**config.mk**
```make
export PLATFORM = sky130hd
export DESIGN_NAME = ppm_arbiter
export DESIGN_NICKNAME = d
export VERILOG_FILES = /design/src/rtl/ppm_arbiter.sv
export SDC_FILE = /design/constraint.sdc
export NUM_CORES = 1
export LEC_CHECK = 0
export ABC_CLOCK_PERIOD_IN_PS = 5220
export CAP_MARGIN = 10
export CORE_AREA = 2 2 181 183
export CTS_BUF_LIST = sky130_fd_sc_hd__clkbuf_8
export DETAILED_ROUTE_END_ITERATION = 16
export DIE_AREA = 0 0 183 185
export HOLD_SLACK_MARGIN = 0.1
export SYNTH_ARGS = -nofsm -noshare
export SYNTH_HDL_FRONTEND = slang
export SYNTH_SLANG_ARGS = --single-unit
```
**constraint.sdc**
```tcl
create_clock -name clk -period 5.22 [get_ports clk]
set_clock_uncertainty 0.1 [all_clocks]
set_input_delay 1.044 -clock clk [delete_from_list [all_inputs] [get_ports clk]]
set_output_delay 1.044 -clock clk [all_outputs]
set_load 0.01 [all_outputs]
```
**src/rtl/ppm_arbiter.sv**
```systemverilog
// ppm_arbiter
//   Round-robin front end that shares a single serial/parallel multiplier (PPM)
//   among NREQ requesters. One request is granted at a time. Its operands are
//   latched and the PPM is started. The product is returned tagged with the
//   requester id.
//
// Ports
//   clk, reset                 clock (rising edge), async active-high reset
//   req_valid/req_mp/req_mc    per-requester request; slice i = [i*W +: W]
//   req_ready                  one-hot accept, combinational, IDLE only
//   rsp_valid/rsp_id/rsp_p     response held until rsp_ready
//   rsp_err                    timed-out operation flag
//   busy                       high outside IDLE
//   mul_resetn/mul_start       PPM control (reset active-low, start pulse)
//   mul_mp/mul_mc              registered PPM operands
//   mul_p/mul_done             PPM result; done may stay high until next start
//
// Build option
//   PPM_TIMEOUT_EN  enables the WAIT timeout, which returns rsp_err=1 and
//                   pulses mul_resetn low for one cycle.
module ppm_arbiter #(
  parameter int W       = 32,
  parameter int NREQ    = 4,
  parameter int MIN_LAT = 2,
  parameter int TIMEOUT = 80
) (
  input  logic                     clk,
  input  logic                     reset,
  input  logic [NREQ-1:0]          req_valid,
  input  logic [NREQ*W-1:0]        req_mp,
  input  logic [NREQ*W-1:0]        req_mc,
  output logic [NREQ-1:0]          req_ready,
  output logic                     rsp_valid,
  output logic [$clog2(NREQ)-1:0]  rsp_id,
  output logic [2*W-1:0]           rsp_p,
  output logic                     rsp_err,
  input  logic                     rsp_ready,
  output logic                     busy,
  output logic                     mul_resetn,
  output logic                     mul_start,
  output logic [W-1:0]             mul_mp,
  output logic [W-1:0]             mul_mc,
  input  logic [2*W-1:0]           mul_p,
  input  logic                     mul_done
);

  localparam int IDW     = $clog2(NREQ);
  localparam int CNT_MAX = (TIMEOUT > MIN_LAT) ? TIMEOUT : MIN_LAT;
  localparam int CW      = $clog2(CNT_MAX + 1);

  typedef enum logic [1:0] {IDLE, START, WAIT, RESP} state_t;

  state_t          state_q;
  logic [IDW-1:0]  rr_ptr_q;
  logic [CW-1:0]   cnt_q;
  logic [CW-1:0]   cnt_inc;
  logic            done_ok;
  logic            abort_q;
  logic            gnt_vld;
  logic [IDW-1:0]  gnt_id;

  // Requester index base+off, wrapping at NREQ-1 -> 0.
  function automatic logic [IDW-1:0] wrap_idx(input logic [IDW-1:0] base,
                                              input int unsigned off);
    int unsigned s;
    s = 32'(base) + off;
    if (s >= 32'(NREQ)) s = s - 32'(NREQ);
    return s[IDW-1:0];
  endfunction

  // First valid requester at or after rr_ptr_q.
  always_comb begin
    gnt_vld = 1'b0;
    gnt_id  = '0;
    for (int unsigned k = 0; k < NREQ; k++) begin
      if (!gnt_vld && req_valid[wrap_idx(rr_ptr_q, k)]) begin
        gnt_vld = 1'b1;
        gnt_id  = wrap_idx(rr_ptr_q, k);
      end
    end
  end

  always_comb begin
    req_ready = '0;
    if (state_q == IDLE && gnt_vld && !reset) req_ready[gnt_id] = 1'b1;
  end

  assign cnt_inc    = (cnt_q == CW'(CNT_MAX)) ? cnt_q : cnt_q + 1'b1;
  // A done seen within MIN_LAT cycles of start belongs to the previous operation.
  assign done_ok    = mul_done && (cnt_q >= CW'(MIN_LAT));
  assign busy       = (state_q != IDLE);
  assign mul_resetn = ~(reset | abort_q);

`ifndef PPM_TIMEOUT_EN
  assign abort_q = 1'b0;
  assign rsp_err = 1'b0;
`endif

  always_ff @(posedge clk or posedge reset) begin
    if (reset) begin
      state_q   <= IDLE;
      rr_ptr_q  <= '0;
      cnt_q     <= '0;
      rsp_valid <= 1'b0;
      rsp_id    <= '0;
      rsp_p     <= '0;
      mul_start <= 1'b0;
      mul_mp    <= '0;
      mul_mc    <= '0;
`ifdef PPM_TIMEOUT_EN
      rsp_err   <= 1'b0;
      abort_q   <= 1'b0;
`endif
    end else begin
      mul_start <= 1'b0;
`ifdef PPM_TIMEOUT_EN
      abort_q   <= 1'b0;
`endif
      case (state_q)
        IDLE: begin
          if (gnt_vld) begin
            mul_mp    <= req_mp[gnt_id*W +: W];
            mul_mc    <= req_mc[gnt_id*W +: W];
            rsp_id    <= gnt_id;
            mul_start <= 1'b1;
            state_q   <= START;
          end
        end
        START: begin
          cnt_q   <= '0;
          state_q <= WAIT;
        end
        WAIT: begin
          cnt_q <= cnt_inc;
          if (done_ok) begin
            rsp_p     <= mul_p;
            rsp_valid <= 1'b1;
`ifdef PPM_TIMEOUT_EN
            rsp_err   <= 1'b0;
`endif
            state_q   <= RESP;
          end
`ifdef PPM_TIMEOUT_EN
          // Decided on the incremented count so the error response appears
          // exactly TIMEOUT cycles after WAIT is entered.
          else if (cnt_inc == CW'(TIMEOUT)) begin
            rsp_p     <= '0;
            rsp_valid <= 1'b1;
            rsp_err   <= 1'b1;
            abort_q   <= 1'b1;
            state_q   <= RESP;
          end
`endif
        end
        RESP: begin
          if (rsp_ready) begin
            rsp_valid <= 1'b0;
            rr_ptr_q  <= (rsp_id == IDW'(NREQ - 1)) ? '0 : rsp_id + 1'b1;
            state_q   <= IDLE;
          end
        end
        default: state_q <= IDLE;
      endcase
    end
  end

endmodule
```
==> results of run 1 <==
[critical path, cell delays in order]
cell and delay, ns:
sky130_fd_sc_hd__clkdlybuf4s50_1 0.65, sky130_fd_sc_hd__or3_1 0.54, sky130_fd_sc_hd__o21ai_4 0.29, sky130_fd_sc_hd__inv_2 0.21
sky130_fd_sc_hd__and3_1 0.23, sky130_fd_sc_hd__clkdlybuf4s50_1 0.51
[final timing paths]
check	endpoint	slack (ns)	depth (start not counted)
setup / recovery	req_ready[0]	0.59	6
hold / removal	rsp_p[1]$_DFFE_PP0P_	0.41	1
setup reg to reg	rsp_p[8]$_DFFE_PP0P_	2.78	6
hold reg to reg	rsp_p[1]$_DFFE_PP0P_	0.41	1
max in group asynchronous	mul_mc[28]$_DFFE_PP0P_	2.53	4
min in group asynchronous	mul_mp[9]$_DFFE_PP0P_	0.95	2
[stage by stage]
step           power, mW  utilization, %  hold slack, ns
2_1_floorplan      4.020               -          0.3872
3_3_place_gp       5.842           40.04          0.3866
3_5_place_dp       5.872           40.04          0.3915
4_1_cts            6.967           41.49          0.4090
5_1_grt            7.325           41.50          0.4181
6_report           6.886           41.50          0.4071
[cell usage after synthesis (all sizes together), types with 3 or more instances]
| library cell | n | area, um^2 |
|---|---|---|
| mux2 | 66 | 927.1 |
| or2 | 3 | 18.77 |
| o31ai | 3 | 22.52 |
| clkbuf | 41 | 153.9 |
| dfrtp | 143 | 3578 |
| and3 | 66 | 412.9 |
| nand3 | 5 | 25.02 |
| a21oi | 70 | 350.3 |
| ha | 8 | 100.1 |
| o21ai | 16 | 83.83 |
| o211ai | 65 | 501.7 |
| a21o | 3 | 22.52 |
| a31oi | 64 | 400.4 |
| inv | 13 | 48.79 |
| a22oi | 65 | 488.0 |
| nor3 | 4 | 20.02 |
| nor2b | 3 | 18.77 |
| buf | 43 | 334.1 |
| or3 | 3 | 18.77 |
| nor2 | 70 | 262.8 |
| nand2 | 11 | 41.29 |
[area by class of cell]
cell class / instances / area, um^2 / area share (%)
Timing Repair Buffer: 482 / 4785 / 35.98
Multi-Input combinational cell: 540 / 3904 / 29.36
Sequential cell: 143 / 3578 / 26.91
Tap cell: 408 / 510.5 / 3.839
Clock buffer: 20 / 275.3 / 2.070
Clock inverter: 11 / 187.7 / 1.411
Inverter: 13 / 52.55 / 0.3952
Antenna cell: 2 / 5.005 / 0.03764
[state kept, by name (all words and copies together), names as in the netlist]
signal and flops:
mul_mc 32, state_q 2, rr_ptr_q 2, mul_start 1, mul_mp 32, rsp_p 64, cnt_q 7, rsp_valid 1
rsp_id 2
[cells by family after synthesis]
kind of cell               synth area share, %
AOI/OAI and AO/OA                        24.47
xor gates and xnor gates                0.1101
adders and majority gates                1.258
buffers and inverters                    6.745
DFF                                      44.97
muxes                                    11.78
other                                  0.04712
and+or+nand+nor                          10.63
[power by group through the flow]
stage	sequential (mW)	clock [mW]	combinational, mW
finish	2.00	1.05	3.84
global route	2.07	1.13	4.13
CTS	2.00	1.09	3.87
detailed placement	2.01	0	3.86
global placement	1.99	0	3.85
floorplan	2.21	0	1.81
[routing by layer]
layer	global-route usage, %	routed length [um]	vias to the layer above	part of all wire [%]
met5	0	0	-	0
met4	8.384	964	0	2.8
met3	5.702	2946	54	8.6
met2	33.89	16810	423	49
met1	22.70	13640	4051	40
li1	-	-	3769	-
==> metrics, run 1 <==
outcome finished, final reports clean; smallest setup slack after layout between 0.5 and 0.6 ns; kind of start point of the critical path primary input; iteration-0 DRC count of the detailed router approximately 360; number of filler instances in the final layout approximately 3100; vias per cell 5.125; leakage power of the design approximately 5.5 nW; worst-margin pin slew ~0.86 ns; r2r startpoint cnt_q[0]$_DFFE_PP0P_; number of H-tree levels 4; maximum ir drop on the vdd rail 0.0002533 V; Post-layout nets 1533; Core Footprint between 0.03 and 0.04 mm^2; maximum number of pins on one net before global-route repair 66; pre-CTS setup slack roughly 0.62 ns; syn_nets between 1000 and 1500; cell count after placement between 1500 and 2000; filler-free cell count of the finished design about 1600; Via Count about 8300; cell count after synthesis 780; highest clock frequency the design can meet ~220 MHz; die span in x 183 um; max capacitance violation total 0; source-to-sink clock delay at the later pin of the worst-skew pair around 0.47 ns; number of endpoints with negative hold slack in the final report 0; root buffer cell sky130_fd_sc_hd__clkbuf_8; kind of path behind the tightest hold check reg2reg; overall die area between 0.03 and 0.04 mm^2; Setup crit start req_valid[1]; initial antenna violation count 2; routability congestion estimate from global placement 0.7834; number of global-route vias before repair 8530; setup_tns 0 ns; Boundary Pins 467; cell area power density 517.8 mW/mm^2; Congestion Overflow GR 0; Area Overhead vs Synth 67.11%; crit-path max FO 14; share of power burned in registers 29.0%; GRT Util Overall about a fifth; switching portion of total power 38.03%; number of flops mapped to enable cells by yosys 0; data arrival time of the worst path 3.48 ns; post-detailed-placement cell area around 0.013 mm^2; clock tree from TritonCTS yes; relative contribution of combinational cells to total power between 50% and 60%; detailed-route wire length per cell ~21 um; post-detailed-placement half-perimeter wirelength around 24000 um; internal power of the cells 4.267 mW; Bufs on Longest Clock Path 2; Starting Density between 20% and 30%; CTS hold repair buffers 0; FP Rows 66; number of input and output port buffers inserted 465; average footprint of a synthesized cell just over 10 um^2; proportion of synthesized flip-flops having asynchronous set or reset 100.0%; number of design rule violations left after detail routing 0; count of clock tree sinks 143; Setup Viol. Count Final 0; total wire length ~34000 um; power share of the clock group 15.3%; RSZ-0062 raised after global routing false; cell area after synthesis 0.007958 mm^2; ANT nets after route 0; die height 185 um; clock period minus final worst setup slack roughly 4.6 ns; hold path start rsp_p[1]$_DFFE_PP0P_; clock buffers created by TritonCTS 17; Ys Warns 0; Crit path required time 4.08 ns; number of max-slew violations in the final report 0; net switching power figure about 2.6 mW; number of gates resized after cts 0; post-synthesis register bit count around 140; Worst Setup Path Type in2out; clock edge transition at the registers on the reported setup and hold paths roughly 0.070 ns; commonest cells after routing, fill and taps aside 463 x sky130_fd_sc_hd__clkdlybuf4s50_1, 143 x sky130_fd_sc_hd__dfrtp_1, 70 x sky130_fd_sc_hd__nor2_1, 68 x sky130_fd_sc_hd__a21oi_1, 66 x sky130_fd_sc_hd__and3_1; headroom to the max-slew limit roughly 42%; Final Cell Area approximately 0.013 mm^2; endpoint type of the worst setup path output pin; number of distinct library cells after synthesis 45; wire length of the first global-routing pass around 50000 um; most used flip-flop cell after synthesis sky130_fd_sc_hd__dfrtp_1; most common cell after layout, fill and taps aside sky130_fd_sc_hd__clkdlybuf4s50_1; number of detailed-route iterations in the first pass 5; buffers inserted by post-CTS timing repair 0; fraction of the cycle the final worst path needs 88.64%; part of the Yosys area used for sequential elements 44.97%; fraction of final layout cells sized beyond drive strength 1 a little over a tenth
No activity file was read; power rests on OpenSTA's default activity.
==> inputs of run 2 (changes only) <==
--- a/config.mk
+++ b/config.mk
@@ -5,12 +5,12 @@
 export SDC_FILE = /design/constraint.sdc
 export NUM_CORES = 1
 export LEC_CHECK = 0
-export ABC_CLOCK_PERIOD_IN_PS = 5220
+export ABC_CLOCK_PERIOD_IN_PS = 5700
 export CAP_MARGIN = 10
-export CORE_AREA = 2 2 181 183
+export CORE_AREA = 2 2 184 186
 export CTS_BUF_LIST = sky130_fd_sc_hd__clkbuf_8
 export DETAILED_ROUTE_END_ITERATION = 16
-export DIE_AREA = 0 0 183 185
+export DIE_AREA = 0 0 186 188
 export HOLD_SLACK_MARGIN = 0.1
 export SYNTH_ARGS = -nofsm -noshare
 export SYNTH_HDL_FRONTEND = slang
==> constraint.sdc (replaced) <==
create_clock -name clk -period 5.7 [get_ports clk]
set_clock_uncertainty 0.1 [all_clocks]
set_input_delay 1.14 -clock clk [delete_from_list [all_inputs] [get_ports clk]]
set_output_delay 1.14 -clock clk [all_outputs]
set_load 0.01 [all_outputs]
==> metrics, run 2 (synthesis gave the netlist of run 1 again) <==
Worst Hold Slack 0.4123 ns (+0.005247 ns); clock edge transition at the registers on the reported setup and hold paths 0.10 ns (+0.03 ns); power share of the clock group 13.6% (-1.7 points); Pwr Total 6.169 mW (-10%); net switching power figure 2.435 mW (-7.0%); flip-flop count of the largest register after layout 64 (unchanged); root buffer cell sky130_fd_sc_hd__clkbuf_8; highest clock frequency the design can meet 217.7 MHz; fraction of final layout cells sized beyond drive strength 1 10.75% (+0.083 points); pre-CTS setup slack 1.136 ns (+0.5120 ns); number of buffers and inverters on the critical path 3 (unchanged); largest stage delay on the critical path 0.64 ns (about the same); slowest stage cell, crit path sky130_fd_sc_hd__clkdlybuf4s50_1; max capacitance violation total 0 (unchanged); setup_tns 0 ns (unchanged); Worst Setup Path Type in2out; worst-margin pin slew 1.126 ns (+0.2620 ns); buffers inserted by post-CTS timing repair 0 (unchanged); GRT Util Overall 18.96% (-0.67 points); initial antenna violation count 2 (unchanged); Largest Register rsp_p; Via Count 8218 (-0.95%); clock buffers created by TritonCTS 17 (unchanged); Post-layout nets 1532 (-0.065%); endpoint type of the worst setup path output pin; filler-free cell count of the finished design 1658 (+2.4%); hold path start rsp_p[30]$_DFFE_PP0P_; die height 188 um (+1.6%); headroom to the max-slew limit 24.94% (-17 points); ANT nets after route 0 (unchanged); cell class contributing the biggest share of worst-path delay buffers and inverters; Setup crit start req_valid[1]; Final Cell Area 0.01325 mm^2 (-0.33%); source-to-sink clock delay at the later pin of the worst-skew pair 0.48 ns (about the same); most common cell after layout, fill and taps aside sky130_fd_sc_hd__clkdlybuf4s50_1; CTS hold repair buffers 0 (unchanged); outcome finished, final reports clean; Congestion Overflow GR 0 (unchanged); Post-Route Utilization 40.03% (-1.5 points); share of power burned in registers 29.7% (+0.7 points); RSZ-0062 raised after global routing false; clock tree from TritonCTS yes; clock period minus final worst setup slack ~4.6 ns; Bufs on Longest Clock Path 2 (unchanged); registers with the most flip-flops rsp_p x64, mul_mc x32, mul_mp x32; switching portion of total power 39.47% (+1.4 points); number of design rule violations left after detail routing 0 (unchanged); kind of start point of the critical path primary input; smallest setup slack after layout 1.106 ns (+0.5132 ns); number of max-slew violations in the final report 0 (unchanged); maximum ir drop on the vdd rail 0.0001997 V (-21%); overall die area 0.03497 mm^2 (+3.3%); number of gates resized after cts 0 (unchanged); number of H-tree levels 4 (unchanged); detailed-route wire length per cell 20.68 um (-2.5%); maximum number of pins on one net before global-route repair 71 (+7.6%); cell count after placement 1625 (+2.5%); Setup Viol. Count Final 0 (unchanged); number of input and output port buffers inserted 465 (unchanged); number of endpoints with negative hold slack in the final report 0 (unchanged); commonest cells after routing, fill and taps aside 463 x sky130_fd_sc_hd__clkdlybuf4s50_1, 143 x sky130_fd_sc_hd__dfrtp_1, 70 x sky130_fd_sc_hd__nor2_1, 68 x sky130_fd_sc_hd__a21oi_1, 66 x sky130_fd_sc_hd__and3_1; post-detailed-placement half-perimeter wirelength 24310 um (+1.1%); Core Footprint 0.03311 mm^2 (+3.3%); FP Rows 67 (+1.5%); Crit path required time 4.46 ns (+0.38 ns); routability congestion estimate from global placement 0.8477 (+8.2%); Area Overhead vs Synth 66.56%; data arrival time of the worst path 3.35 ns (-0.13 ns); post-detailed-placement cell area 0.01286 mm^2 (+0.23%); kind of path behind the tightest hold check reg2reg; relative contribution of combinational cells to total power 56.6% (+0.9 points); r2r startpoint cnt_q[0]$_DFFE_PP0P_; vias per cell 4.957 (-3.3%); number of global-route vias before repair 8600 (+0.82%); internal power of the cells 3.734 mW (-12%); crit-path max FO 16 (+2); total wire length 34290 um (-0.18%); fraction of the cycle the final worst path needs about four fifths; cell area power density 465.4 mW/mm^2 (-10%); Boundary Pins 467 (unchanged); die span in x 186 um (+1.6%); wire length of the first global-routing pass 49800 um (-0.97%); iteration-0 DRC count of the detailed router 449 (+24%); Starting Density 24.03% (-0.80 points); number of detailed-route iterations in the first pass 5 (unchanged); leakage power of the design 5.423 nW (-0.92%); count of clock tree sinks 143 (unchanged); cells along the critical path clkdlybuf4s50_1, or3_1, o21ai_4, buf_4, nor3_1, clkdlybuf4s50_1; most frequent cell on the critical path sky130_fd_sc_hd__clkdlybuf4s50_1
-- run 2: cell types whose count changed in the layout (fill, tap and decap cells not counted) --
cell	delta
sky130_fd_sc_hd__inv_1	-1
sky130_fd_sc_hd__clkinvlp_4	+1
sky130_fd_sc_hd__clkbuf_8	-2
sky130_fd_sc_hd__clkinv_4	-1
sky130_fd_sc_hd__diode_2	-1
sky130_fd_sc_hd__buf_12	-1
sky130_fd_sc_hd__clkinv_2	-1
sky130_fd_sc_hd__bufinv_16	-4
sky130_fd_sc_hd__inv_6	+6
sky130_fd_sc_hd__inv_8	+3
-- run 2: final timing paths --
path,slack [ns],cells after the start,end
worst max register to register,2.78,6,rsp_p[6]$_DFFE_PP0P_
worst min register to register,0.41,1,rsp_p[30]$_DFFE_PP0P_
min in group asynchronous,1.24,3,mul_mc[16]$_DFFE_PP0P_
max in group asynchronous,3.50,3,rsp_p[28]$_DFFE_PP0P_
worst max-delay path,1.11,6,req_ready[2]
worst min-delay path,0.41,1,rsp_p[30]$_DFFE_PP0P_
-- run 2: power groups by stage --
stage               registers (mW)  logic [mW]  clock network [mW]
finish                        1.83        3.49               0.840
global placement              1.83        3.49                   0
detailed placement            1.85        3.50                   0
CTS                           1.84        3.52               0.880
global route                  1.90        3.77               0.918
floorplan                     2.02        1.66                   0
-- run 2: cell type report --
| cell class | instances | area (um^2) |
|---|---|---|
| Fill cell | 3220 | 19860 |
| Inverter | 13 | 52.55 |
| Sequential cell | 143 | 3578 |
| Antenna cell | 1 | 2.502 |
| Clock buffer | 18 | 247.7 |
| Timing Repair Buffer | 481 | 4765 |
| Tap cell | 448 | 560.5 |
| Multi-Input combinational cell | 540 | 3904 |
| Clock inverter | 14 | 143.9 |
-- run 2: per-layer routing --
metal	vias up	share of wire [%]	global-route usage, %
met4	0	2.7	6.996
met5	-	0	0
li1	3768	-	-
met3	58	11	6.992
met2	488	49	32.61
met1	3904	38	21.25
==> inputs of run 3 (changes only) <==
--- a/config.mk
+++ b/config.mk
@@ -5,7 +5,7 @@
 export SDC_FILE = /design/constraint.sdc
 export NUM_CORES = 1
 export LEC_CHECK = 0
-export ABC_CLOCK_PERIOD_IN_PS = 5700
+export ABC_CLOCK_PERIOD_IN_PS = 4100
 export CAP_MARGIN = 10
 export CORE_AREA = 2 2 184 186
 export CTS_BUF_LIST = sky130_fd_sc_hd__clkbuf_8
==> constraint.sdc (replaced) <==
create_clock -name clk -period 4.1 [get_ports clk]
set_clock_uncertainty 0.1 [all_clocks]
set_input_delay 0.82 -clock clk [delete_from_list [all_inputs] [get_ports clk]]
set_output_delay 0.82 -clock clk [all_outputs]
set_load 0.01 [all_outputs]
==> metrics, run 3 (synthesis gave the netlist of run 1 again) <==
outcome finished, final reports clean; GRT Util Overall 19.49% (+0.53 points); most common cell after layout, fill and taps aside sky130_fd_sc_hd__clkdlybuf4s50_1; pre-CTS setup slack 0.4768 ns (-0.6593 ns); crit-path max FO 4 (-12); flip-flop count of the largest register after layout 64 (unchanged); commonest cells after routing, fill and taps aside 463 x sky130_fd_sc_hd__clkdlybuf4s50_1, 143 x sky130_fd_sc_hd__dfrtp_1, 70 x sky130_fd_sc_hd__nor2_1, 68 x sky130_fd_sc_hd__a21oi_1, 66 x sky130_fd_sc_hd__and3_1; count of clock tree sinks 143 (unchanged); number of global-route vias before repair 8396 (-2.4%); source-to-sink clock delay at the later pin of the worst-skew pair 0.47 ns (about the same); Bufs on Longest Clock Path 2 (unchanged); clock edge transition at the registers on the reported setup and hold paths 0.07 ns (-0.03 ns); Congestion Overflow GR 0 (unchanged); headroom to the max-slew limit 35.96% (+11 points); ANT nets after route 0 (unchanged); Via Count 8280 (+0.75%); routability congestion estimate from global placement 0.8525 (+0.57%); fraction of final layout cells sized beyond drive strength 1 10.89% (+0.14 points); number of input and output port buffers inserted 465 (unchanged); data arrival time of the worst path 2.69 ns (-0.66 ns); total wire length 35260 um (+2.8%); root buffer cell sky130_fd_sc_hd__clkbuf_8; cells along the critical path clkdlybuf4s50_1, or2_2, a21oi_4, o21ai_0, nor3_1, clkdlybuf4s50_1; number of filler instances in the final layout 3285 (+2.0%); maximum ir drop on the vdd rail 0.0003703 V (+85%); Post-layout nets 1538 (+0.39%); post-detailed-placement half-perimeter wirelength 24480 um (+0.73%); number of buffers and inverters on the critical path 2 (-1); maximum number of pins on one net before global-route repair 65 (-8.5%); number of gates resized after cts 0 (unchanged); kind of start point of the critical path primary input; largest stage delay on the critical path 0.59 ns (-0.05 ns); number of endpoints with negative hold slack in the final report 0 (unchanged); fraction of the cycle the final worst path needs 88.15%; number of design rule violations left after detail routing 0 (unchanged); number of H-tree levels 4 (unchanged); Largest Register rsp_p; Worst Setup Path Type in2out; antenna cells 0 (-1); overall die area 0.03497 mm^2 (unchanged); iteration-0 DRC count of the detailed router 400 (-11%); max capacitance violation total 0 (unchanged); cell area power density 657.5 mW/mm^2 (+41%); post-detailed-placement cell area 0.01291 mm^2 (+0.39%); kind of path behind the tightest hold check reg2reg; Area Overhead vs Synth 67.75%; number of detailed-route iterations in the first pass 7 (+2); leakage power of the design 5.481 nW (+1.1%); CTS hold repair buffers 0 (unchanged); slowest stage cell, crit path sky130_fd_sc_hd__clkdlybuf4s50_1; die height 188 um (unchanged); buffers inserted by post-CTS timing repair 0 (unchanged); smallest setup slack after layout 0.4859 ns (-0.6203 ns); FP Rows 67 (unchanged); detailed-route wire length per cell 21.24 um (+2.7%); combined area of the multi-input logic cells 0.003896 mm^2 (-0.19%); Crit path required time 3.18 ns (-1.28 ns); clock buffers created by TritonCTS 17 (unchanged); Final Cell Area 0.01335 mm^2 (+0.72%); worst-margin pin slew 0.9561 ns (-0.1699 ns); initial antenna violation count 0 (-2); FF+latch area 0.003578 mm^2 (unchanged); Core Footprint 0.03311 mm^2 (unchanged); vias per cell 4.988 (+0.63%); Worst Hold Slack 0.4098 ns (-0.002573 ns); cell class contributing the biggest share of worst-path delay buffers and inverters; clock tree from TritonCTS yes; number of max-slew violations in the final report 0 (unchanged); most frequent cell on the critical path sky130_fd_sc_hd__clkdlybuf4s50_1; wire length of the first global-routing pass 50870 um (+2.2%); die span in x 186 um (unchanged); RSZ-0062 raised after global routing false; registers with the most flip-flops rsp_p x64, mul_mc x32, mul_mp x32; Setup Viol. Count Final 0 (unchanged); clock period minus final worst setup slack around 3.6 ns; Pwr Total 8.777 mW (+42%); endpoint type of the worst setup path output pin; Boundary Pins 467 (unchanged); Starting Density 24.03% (unchanged); highest clock frequency the design can meet 276.7 MHz
==> run 3: changes by cell type in the layout (fill, tap and decap cells not counted), sizes merged <==
cell,previous run,this run
inv,21,14
buf,18,24
bufinv,1,5
clkinv,1,2
clkinvlp,4,3
diode,1,0
==> run 3: cell type report <==
class                   instances  share of cell area, %
multi-input cells             540                  29.19
clock buffers                  18                  1.856
flip-flops and latches        143                  26.81
inverters                      13                 0.3937
clock inverters                11                  1.434
well taps                     448                  4.199
repair buffers                487                  36.12
==> run 3: power breakdown <==
part	leakage, nW	switching [mW]	internal (mW)
clock network	0.218	0.577	0.729
logic	3.59	2.36	2.56
registers	1.68	0.432	2.12
total	5.48	3.37	5.41
==> run 3: final timing paths <==
kind / startpoint / endpoint / slack, ns / cells past startpoint
worst max-delay path: req_valid[0] / req_ready[2] / 0.49 / 6
worst min-delay path: rsp_p[17]$_DFFE_PP0P_ / rsp_p[17]$_DFFE_PP0P_ / 0.41 / 1
worst max register to register: cnt_q[0]$_DFFE_PP0P_ / rsp_p[9]$_DFFE_PP0P_ / 1.16 / 6
worst min register to register: rsp_p[17]$_DFFE_PP0P_ / rsp_p[17]$_DFFE_PP0P_ / 0.41 / 1
max in group asynchronous: reset / mul_mp[14]$_DFFE_PP0P_ / 1.80 / 4
min in group asynchronous: reset / mul_mc[22]$_DFFE_PP0P_ / 0.83 / 3
==> run 3: per-layer routing <==
metal / share of wire [%] / up-vias / GRT usage [%]
met1: 39 / 3990 / 22.81
met3: 9.5 / 46 / 5.885
met2: 49 / 473 / 33.27
met5: 0 / - / 0
met4: 2.2 / 0 / 7.359
li1: - / 3771 / -
==> run 3: per-stage QoR <==
step / setup TNS [ns] / utilization, % / std cells
after global routing: 0 / 40.31 / 1660
after CTS: 0 / 40.31 / 1660
after global placement: 0 / 38.99 / 1631
after floorplan: -0.4891 / - / 780
after detailed placement: 0 / 38.99 / 1631
final: 0 / 40.31 / 1660
